$ cat src/rtl/jtdd_prog_sched_pkg.sv
// Shared types and constants for the ROM-download write scheduler.
//   sched_state_t : FSM states of the SDRAM write sequencer
//   prog_entry_t  : one captured download write (word address, byte, active-low mask)
//   is_noop_mask  : true when an entry enables neither byte and needs no SDRAM access
package jtdd_prog_sched_pkg;

    localparam int SDRAM_AW = 22;
    localparam int ENTRY_W  = SDRAM_AW + 8 + 2;

    typedef enum logic [1:0] {
        ST_IDLE = 2'd0,
        ST_REQ  = 2'd1,
        ST_WAIT = 2'd2
    } sched_state_t;

    typedef struct packed {
        logic [SDRAM_AW-1:0] addr;
        logic [7:0]          data;
        logic [1:0]          mask;
    } prog_entry_t;

    function automatic logic is_noop_mask(input logic [1:0] mask);
        return mask == 2'b11;
    endfunction

endpackage

$ cat src/rtl/jtdd_prog_fifo.sv
// Small synchronous FIFO holding captured download writes until SDRAM accepts them.
//   clk, rst   : clock, asynchronous active-high reset (pointers only)
//   push, din  : write request and entry; ignored when full unless a pop happens too
//   pop        : discard the head entry; ignored when empty
//   dout       : head entry (valid while empty=0)
//   full/empty : occupancy flags derived from the pointers
module jtdd_prog_fifo #(
    parameter int AW = 2,
    parameter int DW = 32
) (
    input  logic          clk,
    input  logic          rst,
    input  logic          push,
    input  logic          pop,
    input  logic [DW-1:0] din,
    output logic [DW-1:0] dout,
    output logic          full,
    output logic          empty
);

    localparam int DEPTH = 1 << AW;
    localparam logic [AW:0] PTR_ONE = {{AW{1'b0}}, 1'b1};

    logic [DW-1:0] mem_q [DEPTH];
    logic [AW:0]   wr_ptr_q, wr_ptr_d;
    logic [AW:0]   rd_ptr_q, rd_ptr_d;
    logic          do_push, do_pop;

    // Pointers carry one extra wrap bit so full and empty can be told apart.
    assign empty = (wr_ptr_q == rd_ptr_q);
    assign full  = (wr_ptr_q[AW] != rd_ptr_q[AW]) &&
                   (wr_ptr_q[AW-1:0] == rd_ptr_q[AW-1:0]);
    assign dout  = mem_q[rd_ptr_q[AW-1:0]];

    // A push into a full FIFO still succeeds when the head leaves in the same cycle:
    // the freed slot is exactly the one the write pointer addresses.
    always_comb begin
        do_pop   = pop & ~empty;
        do_push  = push & (~full | do_pop);
        wr_ptr_d = do_push ? wr_ptr_q + PTR_ONE : wr_ptr_q;
        rd_ptr_d = do_pop  ? rd_ptr_q + PTR_ONE : rd_ptr_q;
    end

    always_ff @(posedge clk or posedge rst) begin
        if (rst) begin
            wr_ptr_q <= '0;
            rd_ptr_q <= '0;
        end else begin
            wr_ptr_q <= wr_ptr_d;
            rd_ptr_q <= rd_ptr_d;
        end
    end

    always_ff @(posedge clk) begin
        if (do_push) begin
            mem_q[wr_ptr_q[AW-1:0]] <= din;
        end
    end

endmodule

$ cat src/rtl/jtdd_prog_sched.sv
// Sequences ROM-download writes into the SDRAM controller write port.
// Every rising edge of prog_we captures {addr,data,mask} into a FIFO; entries are
// replayed as req/ack/rdy write transactions, decoupling ioctl pacing from SDRAM
// latency. dwnld_busy stays high until the FIFO has drained.
//   clk, rst                  : clock, asynchronous active-high reset
//   downloading               : ioctl download window; its rising edge clears the errors
//   prog_we/addr/data/mask    : write strobe and payload (mask active-low)
//   prog_full                 : FIFO full, advisory back-pressure
//   sdram_req/addr/din/wrmask : registered write request to the SDRAM controller
//   sdram_ack, sdram_rdy      : one-cycle pulses: request accepted / write committed
//   dwnld_busy                : downloading, entries pending, or a transaction in flight
//   ovf_err, tout_err         : sticky: entry dropped on full FIFO / rdy never arrived
module jtdd_prog_sched
    import jtdd_prog_sched_pkg::*;
#(
    parameter int FIFO_AW = 2,
    parameter int TOUT    = 255
) (
    input  logic        clk,
    input  logic        rst,
    input  logic        downloading,
    input  logic        prog_we,
    input  logic [21:0] prog_addr,
    input  logic [7:0]  prog_data,
    input  logic [1:0]  prog_mask,
    output logic        prog_full,
    output logic        sdram_req,
    output logic [21:0] sdram_addr,
    output logic [15:0] sdram_din,
    output logic [1:0]  sdram_wrmask,
    input  logic        sdram_ack,
    input  logic        sdram_rdy,
    output logic        dwnld_busy,
    output logic        ovf_err,
    output logic        tout_err
);

    // The timer only has to count 0..TOUT-1 before the abort fires.
    localparam int TW = (TOUT > 1) ? $clog2(TOUT) : 1;
    localparam logic [TW-1:0] TOUT_LAST = TW'(TOUT - 1);
    localparam logic [TW-1:0] TIMER_ONE = {{(TW-1){1'b0}}, 1'b1};

    sched_state_t        state_q, state_d;
    logic                req_q, req_d;
    logic [21:0]         addr_q, addr_d;
    logic [15:0]         din_q, din_d;
    logic [1:0]          mask_q, mask_d;
    logic [TW-1:0]       timer_q, timer_d;
    logic                ovf_q, ovf_d;
    logic                tout_q, tout_d;
    logic                prog_we_q;
    logic                downloading_q;

    logic                push_req;
    logic                dl_rise;
    logic                pop;
    logic                fifo_full, fifo_empty;
    prog_entry_t         push_entry, head_entry;

    assign push_req   = prog_we & ~prog_we_q;
    assign dl_rise    = downloading & ~downloading_q;
    assign push_entry = '{addr: prog_addr, data: prog_data, mask: prog_mask};

    jtdd_prog_fifo #(
        .AW (FIFO_AW),
        .DW (ENTRY_W)
    ) u_fifo (
        .clk   (clk),
        .rst   (rst),
        .push  (push_req),
        .pop   (pop),
        .din   (push_entry),
        .dout  (head_entry),
        .full  (fifo_full),
        .empty (fifo_empty)
    );

    // The head entry stays in the FIFO for the whole transaction and is popped only
    // when the write is committed (or abandoned), so busy covers in-flight writes.
    always_comb begin
        state_d = state_q;
        req_d   = req_q;
        addr_d  = addr_q;
        din_d   = din_q;
        mask_d  = mask_q;
        timer_d = timer_q;
        ovf_d   = ovf_q;
        tout_d  = tout_q;
        pop     = 1'b0;

        if (dl_rise) begin
            ovf_d  = 1'b0;
            tout_d = 1'b0;
        end

        case (state_q)
            ST_IDLE: begin
                if (!fifo_empty) begin
                    if (is_noop_mask(head_entry.mask)) begin
                        pop = 1'b1;
                    end else begin
                        req_d   = 1'b1;
                        addr_d  = head_entry.addr;
                        din_d   = {head_entry.data, head_entry.data};
                        mask_d  = head_entry.mask;
                        state_d = ST_REQ;
                    end
                end
            end
            ST_REQ: begin
                if (sdram_ack) begin
                    req_d   = 1'b0;
                    timer_d = '0;
                    if (sdram_rdy) begin
                        pop     = 1'b1;
                        state_d = ST_IDLE;
                    end else begin
                        state_d = ST_WAIT;
                    end
                end
            end
            ST_WAIT: begin
                if (sdram_rdy) begin
                    pop     = 1'b1;
                    state_d = ST_IDLE;
                end else if (timer_q == TOUT_LAST) begin
                    tout_d  = 1'b1;
                    pop     = 1'b1;
                    state_d = ST_IDLE;
                end else begin
                    timer_d = timer_q + TIMER_ONE;
                end
            end
            default: begin
                state_d = ST_IDLE;
                req_d   = 1'b0;
            end
        endcase

        // A simultaneous pop frees a slot, so only an unmatched push into a full FIFO is lost.
        if (push_req && fifo_full && !pop) begin
            ovf_d = 1'b1;
        end
    end

    always_ff @(posedge clk or posedge rst) begin
        if (rst) begin
            state_q       <= ST_IDLE;
            req_q         <= 1'b0;
            addr_q        <= '0;
            din_q         <= '0;
            mask_q        <= 2'b11;
            timer_q       <= '0;
            ovf_q         <= 1'b0;
            tout_q        <= 1'b0;
            prog_we_q     <= 1'b0;
            downloading_q <= 1'b0;
        end else begin
            state_q       <= state_d;
            req_q         <= req_d;
            addr_q        <= addr_d;
            din_q         <= din_d;
            mask_q        <= mask_d;
            timer_q       <= timer_d;
            ovf_q         <= ovf_d;
            tout_q        <= tout_d;
            prog_we_q     <= prog_we;
            downloading_q <= downloading;
        end
    end

    assign prog_full    = fifo_full;
    assign sdram_req    = req_q;
    assign sdram_addr   = addr_q;
    assign sdram_din    = din_q;
    assign sdram_wrmask = mask_q;
    assign ovf_err      = ovf_q;
    assign tout_err     = tout_q;
    assign dwnld_busy   = downloading | ~fifo_empty | (state_q != ST_IDLE);

endmodule

$ cat config.mk
export PLATFORM = sky130hd
export DESIGN_NAME = jtdd_prog_sched
export DESIGN_NICKNAME = d
export VERILOG_FILES = /design/src/rtl/jtdd_prog_sched_pkg.sv /design/src/rtl/jtdd_prog_fifo.sv /design/src/rtl/jtdd_prog_sched.sv
export SDC_FILE = /design/constraint.sdc
export NUM_CORES = 1
export LEC_CHECK = 0
export CAP_MARGIN = 25
export CORE_UTILIZATION = 60
export DETAILED_ROUTE_END_ITERATION = 6
export PLACE_DENSITY = 0.85
export SLEW_MARGIN = 20
export SYNTH_ARGS = -nofsm -noshare
export SYNTH_HDL_FRONTEND = slang
export SYNTH_HIERARCHICAL = 1
export SYNTH_SLANG_ARGS = --single-unit
export TNS_END_PERCENT = 10
$ cat constraint.sdc
create_clock -name clk -period 8 [get_ports clk]
set_clock_uncertainty 0.15 [all_clocks]
set_input_delay 2.4 -clock clk [delete_from_list [all_inputs] [get_ports clk]]
set_output_delay 2.4 -clock clk [all_outputs]
set_load 0.1 [all_outputs]
**Yosys cells after proc, flatten, opt, wreduce, memory -nomap -nowiden**

Memory sizes are Yosys's and may differ from the RTL's.
Index checks and enable logic that the tools add are counted.

- Register bits: 61
- RAM bits: 128
- Input port bits: 38
- Output and inout bits: 45
- Logic and storage cells: 84
- Memories kept: 1

Memories:

| name | depth | bits a word | read ports | clocked after memory_dff | wr ports | RTL line | source |
|---|---|---|---|---|---|---|---|
| u_fifo.mem_q | 4 | 32 | 1 | 0 | 1 | jtdd_prog_fifo.sv:24 | `logic [DW-1:0] mem_q [DEPTH];` |

- Add/sub/neg operators: 3
- Equality and inequality tests: 13
- Muxes and demuxes: 30
- Bitwise logic cells: 13
- Reductions and logical operators: 12

Operators with widths:

| cell | number |
|---|---|
| two-way mux 8 bit | 3 |
| two-way mux 1 bit | 17 |
| case mux 8 bit (2 select lines) | 1 |
| two-way mux 2 bit | 6 |
| AND reduction 4 bit | 3 |
| inequality test 2 bit, second input constant | 5 |
| adder 8 x 1 -> 8 bit, second input constant | 1 |
| == test 8 bit, second input constant | 1 |
| adder 3 x 1 -> 3 bit, second input constant | 2 |
| inverter 1 bit | 6 |
| case mux 1 bit (3 select lines) | 2 |
| case mux 2 bit (3 select lines) | 1 |
| nonzero test 2 bit | 3 |
| bitwise AND 1 bit | 4 |
| == test 2 bit, second input constant | 2 |
| == test 3 bit | 1 |
| logical AND 1 bit | 3 |
| inequality test 3 bit, second input constant | 1 |
| OR 1 bit | 3 |
| AND reduction 3 bit | 1 |
| == test 2 x 1 -> 1 bit, second input constant | 1 |
| == test 2 bit | 1 |
| logical NOT 2 bit | 1 |
| logical NOT 1 bit | 1 |
| inequality test 1 bit | 1 |

**Logic depth before layout (Yosys ltp)**

An unclocked memory read counts as a cell.

- Word-level depth: 10
- Gate-level depth with buffers: 8
- Gate-level depth less buffers: 7

**Modules after synthesis**

The synthesis kept the hierarchy.

By module, submodules not included:

| module | times used | cells each | area an instance (µm²) | seq. area each (µm²) |
|---|---|---|---|---|
| jtdd_prog_fifo | 1 | 204 | 5071.1 | 3993.8 |
| jtdd_prog_sched | 1 | 154 | 2097.0 | 1178.6 |

**Worst setup path before layout**

OpenSTA, ideal clock, no wires.

- Kind: input to output
- Start point: input downloading
- End point: output dwnld_busy
- Data arrival time: 3.337 ns
- Data required time: 5.450 ns
- Slack: 2.113 ns
- Stages: 1
- Path buffers: 0
- Cells stage by stage: or4b_2

- Longest elaborated chain between the ends: 2

RTL lines:

| element | RTL line | source |
|---|---|---|
| start, declared | jtdd_prog_sched.sv:21 | `input logic downloading,` |
| OR 1 bit (2 in series) | jtdd_prog_sched.sv:179 | `assign dwnld_busy = downloading \| ~fifo_empty \| (state_q != ST_IDLE);` |
| end, declared | jtdd_prog_sched.sv:33 | `output logic dwnld_busy,` |

No other way between the ends.

**Worst setup path in the final report**

Same ends and word-level chain as after synthesis.

==> run summary <==
Logic synthesis
• sky130_fd_sc_hd__edfxtp_1 — most used flip-flop cell after synthesis
• 403 — Synthesized Nets
• 29.3% — Async SR Flop Fraction
• 358 — Cells after Synth
• 53 — distinct cell type count after synthesis
• 6 — count of yosys warnings during synthesis
• 128 — number of enable-type register cells in the synthesized netlist
• 72.2% — part of the Yosys area used for sequential elements
• 20.0 µm² — Mean Syn Cell Area
• 181 — register bit total from synthesis
• 0.00717 mm² — cell area after synthesis

STA
• 996 ps — slew of the pin with the lowest slew margin
• 143 MHz — maximum clock frequency
• 0 — final count of pins violating max slew
• 33.4% — Slew Limit Headroom
• 0 — count of endpoints failing setup in the final report
• 6990 ps — Tmin final
• 0 — final count of hold timing violations
• 87.4% — share of the clock period used by the worst path
• 0 ps — final total negative setup slack
• no — RSZ-0062 raised after global routing
• 344 ps — worst hold slack across all endpoints

Drt
• 12 — drc violations
• 3509 — total number of vias
• 12800 µm — total wirelength of the detailed-routed design
• 5.89 — vias per cell
• 7 — count of TritonRoute iterations in the first routing pass
• 217 — Iter 0 DRT Violations
• 0 — post-route ant nets
• 21.5 µm — drt wl/cell

Setup path
• 5450 ps — Required @ worst endpoint
• output port — type of destination of the critical path
• sky130_fd_sc_hd__clkdlybuf4s50_1 — Crit-path slowest cell
• 7 — Register-to-Register Path Depth
• u_fifo/mem_q[3][14] — endpoint of the worst-slack reg-to-reg timing path
• 4040 ps — reg-to-reg setup timing slack
• sky130_fd_sc_hd__clkdlybuf4s50_1 — cell repeated most along the worst path
• 990 ps — critical path's largest stage delay
• input pin — startpoint types
• input pin to output port — path type of the worst setup path
• clkdlybuf4s50_1 > or4b_2 > clkdlybuf4s50_1 — sequence of cells on the critical path
• u_fifo/rd_ptr_q[0] — critical register-to-register path startpoint
• 3 — Max FO, Critical Path
• 4440 ps — Worst Path Arrival

Global routing
• 0 — antenna violations before repair
• 22.7% — Total Routing Usage GR
• 20600 µm — first-pass GRT wire length
• 36 — pin count of the biggest net entering global routing
• 0 — GRT Residual Overflow
• 3859 — vias in the first global route

Clock tree
• 410 ps — worst-skew pair later-pin latency
• sky130_fd_sc_hd__clkbuf_16 — clock root buffer
• yes — clock tree from TritonCTS
• 60 ps — clock transition time at the flip-flop clock pins of the worst setup and hold paths
• 17 — TritonCTS Buffers
• 0 — hold buffer count at cts
• 2 — Bufs on Longest Clock Path
• 4 — maximum level of the CTS H-tree
• 0 — total of cells resized after clock tree synthesis
• 181 — # clock sinks
• 0 — total setup buffers inserted after CTS

Min path
• 1 — hold depth
• sdram_req — Endpoint, Worst Hold
• register to register — classification of the worst-slack hold path
• sdram_req — Hold Path Origin

Finish
• 486 — total number of nets in the final design
• 688 — fill cell instance count of the final layout
• 20.1% — Area Growth Syn to Fin
• 26.7% — fraction of final layout cells with drive strength greater than 1
• 0 — number of inserted diodes
• 74.8% — fraction of the core area covered by cells at the end of the flow

Placement
• 7780 µm — HPWL after DPL
• 0.818 — final weighted congestion of routability-driven global placement
• 82 — port buffer count

Die
• 0.0115 mm² — core area
• 0.0124 mm² — Die Footprint
• 62.2% — starting density of the core
• 83 — count of pins on the block boundary
• 111 µm — Die W
• 39 — site row count
• 111 µm — Die Span Y

Flow run
• 0 — number of maximum-capacitance violations

Outcome
• finished with violations — status
• DRC — violated checks

-- registers in the layout, summed over array words and instances, names as in the netlist --
| signal | count |
|---|---|
| sdram_addr | 22 |
| prog_we_q | 1 |
| sdram_din | 8 |
| tout_err | 1 |
| downloading_q | 1 |
| ovf_err | 1 |
| u_fifo/mem_q | 128 |
| u_fifo/wr_ptr_q | 3 |
| state_q | 2 |
| timer_q | 8 |
| u_fifo/rd_ptr_q | 3 |
| sdram_req | 1 |
| sdram_wrmask | 2 |
-- kinds of logic after synthesis --
group | after synthesis | share of synthesized area (%)
flops | 181 | 72.2
buf+inv | 30 | 2.53
simple gates | 39 | 3.91
compound gates | 25 | 3.04
fa+ha+maj | 7 | 1.22
mux | 66 | 15.4
xor+xnor | 10 | 1.75
-- Yosys cell counts, types with 3 or more instances --
| cell | instances | area share [%] |
|---|---|---|
| sky130_fd_sc_hd__nand2_1 | 4 | 0.21 |
| sky130_fd_sc_hd__and3_1 | 3 | 0.26 |
| sky130_fd_sc_hd__edfxtp_1 | 128 | 54 |
| sky130_fd_sc_hd__buf_4 | 12 | 1.3 |
| sky130_fd_sc_hd__ha_1 | 7 | 1.2 |
| sky130_fd_sc_hd__nand3_1 | 7 | 0.49 |
| sky130_fd_sc_hd__nor2_1 | 5 | 0.26 |
| sky130_fd_sc_hd__inv_1 | 8 | 0.42 |
| sky130_fd_sc_hd__mux4_2 | 32 | 10 |
| sky130_fd_sc_hd__o21ai_0 | 4 | 0.28 |
| sky130_fd_sc_hd__xnor2_1 | 6 | 0.73 |
| sky130_fd_sc_hd__dfrtp_1 | 51 | 18 |
| sky130_fd_sc_hd__buf_2 | 7 | 0.49 |
| sky130_fd_sc_hd__mux2_2 | 32 | 5.0 |
-- worst max-delay path: cells and delay by family --
kind	cells	cell delay (ps)
simple gates	1	620
buf+inv	2	1430
-- per-layer routing --
metal | global-route usage [%] | wire (µm) | vias up | part of all wire (%)
met2 | 38.4 | 6840 | 118 | 53
met4 | 10.4 | 249 | 0 | 1.9
met1 | 28.0 | 5040 | 1803 | 39
met5 | 0 | 0 | - | 0
met3 | 5.36 | 659 | 18 | 5.2
li1 | - | - | 1570 | -
-- layout make-up --
class	count	area, µm²	area share [%]
Inverter	8	30.0	0.349
Clock buffer	22	464	5.39
Timing Repair Buffer	86	863	10.0
Clock inverter	9	80.1	0.930
Tap cell	143	179	2.08
Multi-Input combinational cell	147	1820	21.1
Sequential cell	181	5170	60.1
-- cells in the final DEF (no fill, tap or decap), drive strengths merged, types with 7 or more instances in the layout --
| cell | n |
|---|---|
| clkbuf | 22 |
| clkinv | 7 |
| clkdlybuf4s50 | 82 |
| mux2 | 34 |
| nand3 | 7 |
| ha | 7 |
| inv | 8 |
| mux4 | 32 |
| edfxtp | 128 |
| dfrtp | 51 |
-- through the flow --
stage	worst slack, ps	cells	area (µm²)
after floorplan	2110	358	7170
after global placement	1010	564	8050
final	1010	596	8610
after detailed placement	1010	565	8070
after global routing	964	596	8610
after CTS	997	596	8610
-- worst max-delay path by stage --
| stage | start | end | slack (ps) | cells after the start |
|---|---|---|---|---|
| final | downloading | dwnld_busy | 1010 | 3 |
| after global routing | downloading | dwnld_busy | 960 | 3 |
| after CTS | downloading | dwnld_busy | 1000 | 3 |
| after detailed placement | downloading | dwnld_busy | 1010 | 3 |
| after global placement | downloading | dwnld_busy | 1010 | 3 |
| after floorplan | downloading | dwnld_busy | 2110 | 1 |
Power is not shown: default switching activity piles up to over one toggle a cycle in this logic, so the estimate is an artifact.
